`src/rtl/lcd_arb_pkg.sv`:
```
// Purpose : shared types and constants for the LCD write-port arbiter.
// Latency : n/a (declarations only).
// Backpressure: n/a.
//
// Contents: FSM state encoding, requester index constants, default sizes
// and the round-robin pointer advance helper.
package lcd_arb_pkg;

    // Arbiter FSM states.
    typedef enum logic [1:0] {
        ST_IDLE = 2'd0,
        ST_XFER = 2'd1,
        ST_GAP  = 2'd2
    } arb_state_t;

    // Requester indices as wired by the system.
    localparam int REQ_ACCESS = 0;
    localparam int REQ_GAME   = 1;
    localparam int REQ_SCORE  = 2;

    // Default geometry.
    localparam int NUM_REQ_DEF = 3;
    localparam int DATA_W_DEF  = 8;
    localparam int TIMEOUT_DEF = 255;

    // Round-robin pointer position after an owner releases the port.
    function automatic int rr_next(input int idx, input int n);
        return (idx + 1) % n;
    endfunction

endpackage

```
`src/rtl/lcd_bus_arbiter_rr_picker.sv`:
```
// Purpose : combinational winner selection, preferred requester first, else round-robin.
// Latency : 0 cycles (pure combinational).
// Backpressure: none; the caller decides when the result is used.
//
// Ports:
//   req_vec  - requests competing for the port
//   base_ptr - index where the round-robin scan starts (wraps around)
//   pref_vec - preferred requester; honoured only if one-hot and requesting
//   win_vec  - one-hot winner (0 when nothing requests)
//   win_idx  - binary index of the winner
//   win_vld  - at least one request present
module rr_picker #(
    parameter int NUM_REQ = 3,
    parameter int IW      = (NUM_REQ > 1) ? $clog2(NUM_REQ) : 1
) (
    input  logic [NUM_REQ-1:0] req_vec,
    input  logic [IW-1:0]      base_ptr,
    input  logic [NUM_REQ-1:0] pref_vec,
    output logic [NUM_REQ-1:0] win_vec,
    output logic [IW-1:0]      win_idx,
    output logic               win_vld
);

    logic          pref_onehot;
    logic          pref_hit;
    logic          found;
    logic [IW-1:0] scan_idx;

    assign pref_onehot = (pref_vec != '0) &&
                         ((pref_vec & (pref_vec - 1'b1)) == '0);
    assign pref_hit    = pref_onehot && ((pref_vec & req_vec) != '0);
    assign win_vld     = (req_vec != '0);

    always_comb begin
        win_vec  = '0;
        win_idx  = '0;
        found    = 1'b0;
        scan_idx = '0;
        if (pref_hit) begin
            win_vec = pref_vec;
            for (int i = 0; i < NUM_REQ; i++) begin
                if (pref_vec[i]) begin
                    win_idx = IW'(i);
                end
            end
        end else begin
            // First requester at or above the base pointer, wrapping around.
            for (int k = 0; k < NUM_REQ; k++) begin
                scan_idx = IW'((int'(base_ptr) + k) % NUM_REQ);
                if (!found && req_vec[scan_idx]) begin
                    found             = 1'b1;
                    win_vec[scan_idx] = 1'b1;
                    win_idx           = scan_idx;
                end
            end
        end
    end

endmodule

```
`src/rtl/lcd_bus_arbiter.sv`:
```
// Purpose : shares the LCD driver write port between requesters, granting whole bursts.
// Latency : grant one cycle after req is sampled in IDLE; bytes pass through combinationally.
// Backpressure: wr_ready low stalls the owner; TIMEOUT stalled cycles force a release.
//
// Optional feature macro: LCD_ARB_PREEMPT_EN - when defined, a requesting
// preferred requester (lcd_control) takes over the port at the next byte
// boundary without a GAP cycle.
//
// Ports:
//   clk, rst        - clock (rising edge), asynchronous active-low reset
//   lcd_control     - one-hot preferred requester, anything else = no preference
//   req/req_last    - per-requester burst request and last-byte marker
//   req_rs/req_data - per-requester register select and packed bytes
//   wr_valid/wr_rs/wr_data/wr_ready - byte interface to the LCD driver
//   grant           - registered one-hot port owner
//   ack             - pulse to the owner when its byte is accepted
//   timeout_pulse   - pulse in the stalled cycle that triggers a forced release
module lcd_bus_arbiter
    import lcd_arb_pkg::*;
#(
    parameter int NUM_REQ = NUM_REQ_DEF,
    parameter int DATA_W  = DATA_W_DEF,
    parameter int TIMEOUT = TIMEOUT_DEF
) (
    input  logic                      clk,
    input  logic                      rst,
    input  logic [NUM_REQ-1:0]        lcd_control,
    input  logic [NUM_REQ-1:0]        req,
    input  logic [NUM_REQ-1:0]        req_last,
    input  logic [NUM_REQ-1:0]        req_rs,
    input  logic [NUM_REQ*DATA_W-1:0] req_data,
    output logic                      wr_valid,
    output logic                      wr_rs,
    output logic [DATA_W-1:0]         wr_data,
    input  logic                      wr_ready,
    output logic [NUM_REQ-1:0]        grant,
    output logic [NUM_REQ-1:0]        ack,
    output logic                      timeout_pulse
);

    localparam int IW = (NUM_REQ > 1) ? $clog2(NUM_REQ) : 1;
    localparam int SW = $clog2(TIMEOUT + 1);

    arb_state_t         state_q, state_d;
    logic [NUM_REQ-1:0] grant_q, grant_d;
    logic [IW-1:0]      gidx_q, gidx_d;
    logic [IW-1:0]      rr_ptr_q, rr_ptr_d;
    logic [SW-1:0]      stall_q, stall_d;

    logic               xfer_fire;
    logic               g_last;
    logic               stall_limit;
    logic [IW-1:0]      rr_after_owner;

    logic [NUM_REQ-1:0] pick_win;
    logic [IW-1:0]      pick_idx;
    logic               pick_vld;

    // ------------------------------------------------------------------
    // Datapath: everything the driver sees is muxed from the owner index.
    // grant_q is zero outside XFER, so wr_valid and ack are too.
    // ------------------------------------------------------------------
    assign wr_valid   = (grant_q & req) != '0;
    assign wr_rs      = req_rs[gidx_q];
    assign wr_data    = req_data[int'(gidx_q)*DATA_W +: DATA_W];
    assign g_last     = req_last[gidx_q];
    assign xfer_fire  = wr_valid & wr_ready;
    assign ack        = grant_q & {NUM_REQ{xfer_fire}};
    assign grant      = grant_q;

    // stall_q holds the stalls seen so far, so the TIMEOUT-th stalled
    // cycle is the one where it equals TIMEOUT-1.
    assign stall_limit   = (stall_q == SW'(TIMEOUT - 1));
    assign timeout_pulse = (state_q == ST_XFER) && wr_valid && !wr_ready && stall_limit;

    assign rr_after_owner = IW'(rr_next(int'(gidx_q), NUM_REQ));

    rr_picker #(
        .NUM_REQ (NUM_REQ),
        .IW      (IW)
    ) u_idle_pick (
        .req_vec  (req),
        .base_ptr (rr_ptr_q),
        .pref_vec (lcd_control),
        .win_vec  (pick_win),
        .win_idx  (pick_idx),
        .win_vld  (pick_vld)
    );

`ifdef LCD_ARB_PREEMPT_EN
    logic [NUM_REQ-1:0] pre_req;
    logic [NUM_REQ-1:0] pre_win;
    logic [IW-1:0]      pre_idx;
    logic               pre_vld;
    logic               ctl_onehot;
    logic               pref_other;
    logic               preempt_go;

    // Only requesters other than the owner can take the port over.
    assign pre_req    = req & ~grant_q;
    assign ctl_onehot = (lcd_control != '0) &&
                        ((lcd_control & (lcd_control - 1'b1)) == '0);
    assign pref_other = ctl_onehot && ((lcd_control & pre_req) != '0);

    rr_picker #(
        .NUM_REQ (NUM_REQ),
        .IW      (IW)
    ) u_pre_pick (
        .req_vec  (pre_req),
        .base_ptr (rr_ptr_q),
        .pref_vec (lcd_control),
        .win_vec  (pre_win),
        .win_idx  (pre_idx),
        .win_vld  (pre_vld)
    );

    // Byte boundary: the cycle the current byte is accepted, or any cycle
    // where no byte is being offered.
    assign preempt_go = (state_q == ST_XFER) && pref_other && pre_vld &&
                        (xfer_fire || !wr_valid);
`endif

    // ------------------------------------------------------------------
    // Next-state logic
    // ------------------------------------------------------------------
    always_comb begin
        state_d  = state_q;
        grant_d  = grant_q;
        gidx_d   = gidx_q;
        rr_ptr_d = rr_ptr_q;
        stall_d  = stall_q;

        case (state_q)
            ST_IDLE: begin
                if (pick_vld) begin
                    state_d = ST_XFER;
                    grant_d = pick_win;
                    gidx_d  = pick_idx;
                    stall_d = '0;
                end
            end

            ST_XFER: begin
`ifdef LCD_ARB_PREEMPT_EN
                if (preempt_go) begin
                    // Hand over directly; the preempted owner re-competes later.
                    grant_d  = pre_win;
                    gidx_d   = pre_idx;
                    rr_ptr_d = rr_after_owner;
                    stall_d  = '0;
                end else
`endif
                if (!wr_valid) begin
                    // Owner dropped its request: abort without ack.
                    state_d = ST_GAP;
                    grant_d = '0;
                    stall_d = '0;
                end else if (xfer_fire) begin
                    stall_d = '0;
                    if (g_last) begin
                        state_d = ST_GAP;
                        grant_d = '0;
                    end
                end else if (stall_limit) begin
                    state_d = ST_GAP;
                    grant_d = '0;
                    stall_d = '0;
                end else begin
                    stall_d = stall_q + 1'b1;
                end
            end

            ST_GAP: begin
                // gidx_q still names the released owner here.
                state_d  = ST_IDLE;
                rr_ptr_d = rr_after_owner;
            end

            default: begin
                state_d = ST_IDLE;
                grant_d = '0;
                stall_d = '0;
            end
        endcase
    end

    always_ff @(posedge clk or negedge rst) begin
        if (!rst) begin
            state_q  <= ST_IDLE;
            grant_q  <= '0;
            gidx_q   <= '0;
            rr_ptr_q <= '0;
            stall_q  <= '0;
        end else begin
            state_q  <= state_d;
            grant_q  <= grant_d;
            gidx_q   <= gidx_d;
            rr_ptr_q <= rr_ptr_d;
            stall_q  <= stall_d;
        end
    end

endmodule

```
`config.mk`:
```
export PLATFORM = sky130hd
export DESIGN_NAME = lcd_bus_arbiter
export DESIGN_NICKNAME = d
export VERILOG_FILES = /design/src/rtl/lcd_arb_pkg.sv /design/src/rtl/lcd_bus_arbiter_rr_picker.sv /design/src/rtl/lcd_bus_arbiter.sv
export SDC_FILE = /design/constraint.sdc
export NUM_CORES = 1
export LEC_CHECK = 0
export CAP_MARGIN = 5
export CORE_MARGIN = 3
export CORE_UTILIZATION = 45
export DETAILED_ROUTE_END_ITERATION = 8
export PLACE_DENSITY = 0.79
export SETUP_SLACK_MARGIN = 0.15
export SLEW_MARGIN = 30
export SYNTH_ARGS = -nofsm -noshare
export SYNTH_HDL_FRONTEND = slang
export SYNTH_SLANG_ARGS = --single-unit
```
`constraint.sdc`:
```
create_clock -name clk -period 2.05 [get_ports clk]
set_input_delay 0.205 -clock clk [delete_from_list [all_inputs] [get_ports clk]]
set_output_delay 0.205 -clock clk [all_outputs]
set_load 0.005 [all_outputs]
```
==> out/qor.csv <==
stage,metric,value,unit
final_layout,Final #Nets,332,
worst_setup_path,Crit Path Category,reg2out,
timing,final worst slack,0.0961,ns
worst_setup_path,"most used cell, CP",buf_6,
placement,IO Port Bufs,55,
synth,Synthesis Warnings,0,
worst_hold_path,Worst Hold Class,in2async,
route,WL/cell,16.0,um
cts,CTS tree,yes,
floorplanning,Die Span Y,64.1,um
synth,Post-synth EDFFs,0,
synth,sequential element share of the synthesized area,28.1,%
timing,Worst Max-Slew Pin Slew,0.387,ns
synth,post-synthesis average cell area,8.15,um2
timing,Tmin final,1.95,ns
global_routing,largest net degree at the start of global routing,18,
global_routing,first-pass GRT wire length,7570,um
floorplanning,Die ar.,4100,um2
synth,Area contributors post-synth,"dfrtp_1 28%, mux2i_1 8.6%, o21ai_0 6.3%",
worst_setup_path,Worst setup SP type,flip-flop,
synth,top-area cell type share of the netlist area,28.1,%
synth,post-synth net total,232,
global_routing,initial antenna violation count,0,
cts,TritonCTS Sinks,17,
cts,Root Buffer,clkbuf_4,
timing,max-slew violations,0,
timing,Final Hold Fails,0,
route,final wirelength,5270,um
synth,XOR/XNOR Fraction of Synth Area,0.578,%
floorplanning,Rows,20,
final_layout,ANT cells,0,
worst_setup_path,Crit path buffers/inverters,2,
synth,fraction of registers with async set/reset,100,%
worst_setup_path,Crit-path slowest cell,a222oi_1,
cts,H-tree depth,1,
power_and_ir_drop,Static Leak,1.23,nW
route,# DRC,0,
synth,main combinational cell family by area after synthesis,simple AND/OR/NAND/NOR gates,
timing,Max-Slew Margin vs Limit,74.2,%
flow_run,max_cap viols,0,
worst_setup_path,critical path's top delay family,compound AO/OA/AOI/OAI gates,
global_routing,total gr overflow,0,
synth,synthesized instance count,186,
worst_setup_path,crit-path max FO,2,
synth,Synth area leader,dfrtp_1,
worst_setup_path,"critical path, cell by cell",a222oi_1 -> and2b_1 -> buf_6 -> and2_4 -> buf_6,
cts,Bufs on Longest Clock Path,2,
route,router iterations before antenna repair,4,
worst_setup_path,Critical Path RT,1.85,ns
timing,Worst Skew,0.000914,ns
run_status,status,finished clean,
synth,Synth Cell Area,1520,um2
synth,Synth top cells by count,"24 x nand2_1, 19 x o21ai_0, 17 x dfrtp_1",
route,Post-DRT Antenna Nets,0,
timing,RSZ-0062 raised after global routing,true,
cts,"Reg clk slew, reported paths",0.10,ns
worst_setup_path,max incr delay on CP,0.43,ns
synth,Unique masters post-synth,47,
timing,hold_ws,0.213,ns
placement,Placer Congestion,0.902,
synth,top_reg_cell synth,dfrtp_1,
worst_setup_path,Critical Path End Type,output port,
synth,post-synthesis simple-gate area fraction,27.3,%
power_and_ir_drop,PwrDens,1060,nW/um2
synth,mux contribution to synthesized area,10.1,%
global_routing,number of global-route vias before repair,1647,
power_and_ir_drop,VDD IR max,0.830,mV
placement,post-place setup slack,-0.102,ns
timing,Achievable Freq,512,MHz
route,via count,1819,
global_routing,GRT Util Overall,23.1,%
final_layout,layout cells sized above 1,30.9,%
final_layout,P&R area growth vs syn,71.3,%
floorplanning,initial core utilization,48.5,%
worst_setup_path,WP data arrival,1.75,ns
placement,post-DP HPWL,3510,um
timing,period utilisation layout,95.3,%
cts,CTS buffer count,3,
synth,Seq cells post-synth,17,
cts,Worst-Skew Late Latency,0.29,ns
floorplanning,Ports,56,
synth,Synth Area in Adders,5.78,%
floorplanning,Placeable Area,3130,um2
route,vias per cell,5.53,
floorplanning,die width,64.1,um
timing,endpoints failing setup,0,
route,DR iter-0 viols,195,
synth,most numerous cell in the Yosys netlist,nand2_1,
synth,Compound-Gate Fraction of Synth Area,21.7,%
## cell usage in the layout, fill, tap and decap left out, types with 4 or more instances in the layout
master,instances
a211o_1,4
buf_4,44
buf_6,5
clkdlybuf4s50_1,39
dfrtp_1,14
dlymetal6s2s_1,8
ha_1,4
inv_1,9
mux2i_1,11
nand2_1,24
nand2b_1,6
nand3_1,6
nor2_1,11
nor3_1,7
o21ai_0,12
o21ai_1,5
## worst register-to-register path, stage by stage, from the launching register on
cell,delay [ns]
dfrtp_1,0.40
a222oi_1,0.43
buf_4,0.20
buf_6,0.09
or3_4,0.12
buf_4,0.13
or2_4,0.16
nor2_2,0.06
a211o_1,0.25
## area by class of cell
| class | instances | area, um2 |
|---|---|---|
| well taps | 44 | 55.1 |
| fillers | 184 | 531 |
| clock inverters | 1 | 5.00 |
| multi-input cells | 151 | 1120 |
| clock buffers | 3 | 22.5 |
| flip-flops and latches | 17 | 429 |
| repair buffers | 103 | 928 |
| inverters | 10 | 37.5 |
## registers in the layout (all words and copies together), names as in the netlist
| register | count |
|---|---|
| stall_q | 8 |
| grant | 3 |
| gidx_q | 2 |
| rr_ptr_q | 2 |
| state_q | 2 |
## final timing paths
kind	endpoint	slack, ns	cells past startpoint	startpoint
setup reg to reg	stall_q[5]	0.11	8	grant[0]
hold reg to reg	stall_q[7]	0.55	2	stall_q[7]
hold / removal	stall_q[7]	0.21	2	rst
min in group clk	stall_q[7]	0.55	2	stall_q[7]
setup / recovery	ack[0]	0.1	5	grant[0]
max in group asynchronous	stall_q[0]	1.64	2	rst
## timing repair
action | CTS | global route
setup endpoints to repair | 15 | 16
cloned | 1 | 0
gates resized for setup | 25 | 47
hold buffers | 0 | 0
pin swaps | 2 | 9
setup buffers | 8 | 9
## per-stage QoR
step                total power, mW  util [%]  TNS, ns  instances  cell area, um2
finish                         2.76      83.0        0        329            2600
global route                   2.95      83.0        0        329            2600
CTS                            2.42      76.0        0        320            2380
detailed placement             2.11      73.1   -0.312        307            2290
global placement               2.09      73.1   -0.462        307            2290
floorplan                      1.32         -        0        186            1520
## logic make-up (layout without fill, tap and decap cells)
group                      after synthesis  count (layout)
muxes                                   15              15
and+or+nand+nor                         80              80
AOI/OAI and AO/OA                       48              48
buffers and inverters                   18             117
xor gates and xnor gates                 1               1
adders and majority gates                7               7
DFF                                     17              17
## power by group
part | internal [mW] | switching [mW] | total, mW
Sequential | 0.425 | 0.0878 | 0.513
Combinational | 1.16 | 0.912 | 2.07
Clock | 0.0728 | 0.108 | 0.181
Total | 1.65 | 1.11 | 2.76
## per-layer routing
layer,wire [um],GRT usage [%],vias up
met5,0,0,-
met1,2220,30.3,852
met3,354,3.34,8
li1,-,-,871
met2,2640,39.1,88
met4,61,6.47,0
Note: power is estimated with default switching activity, not from simulation.
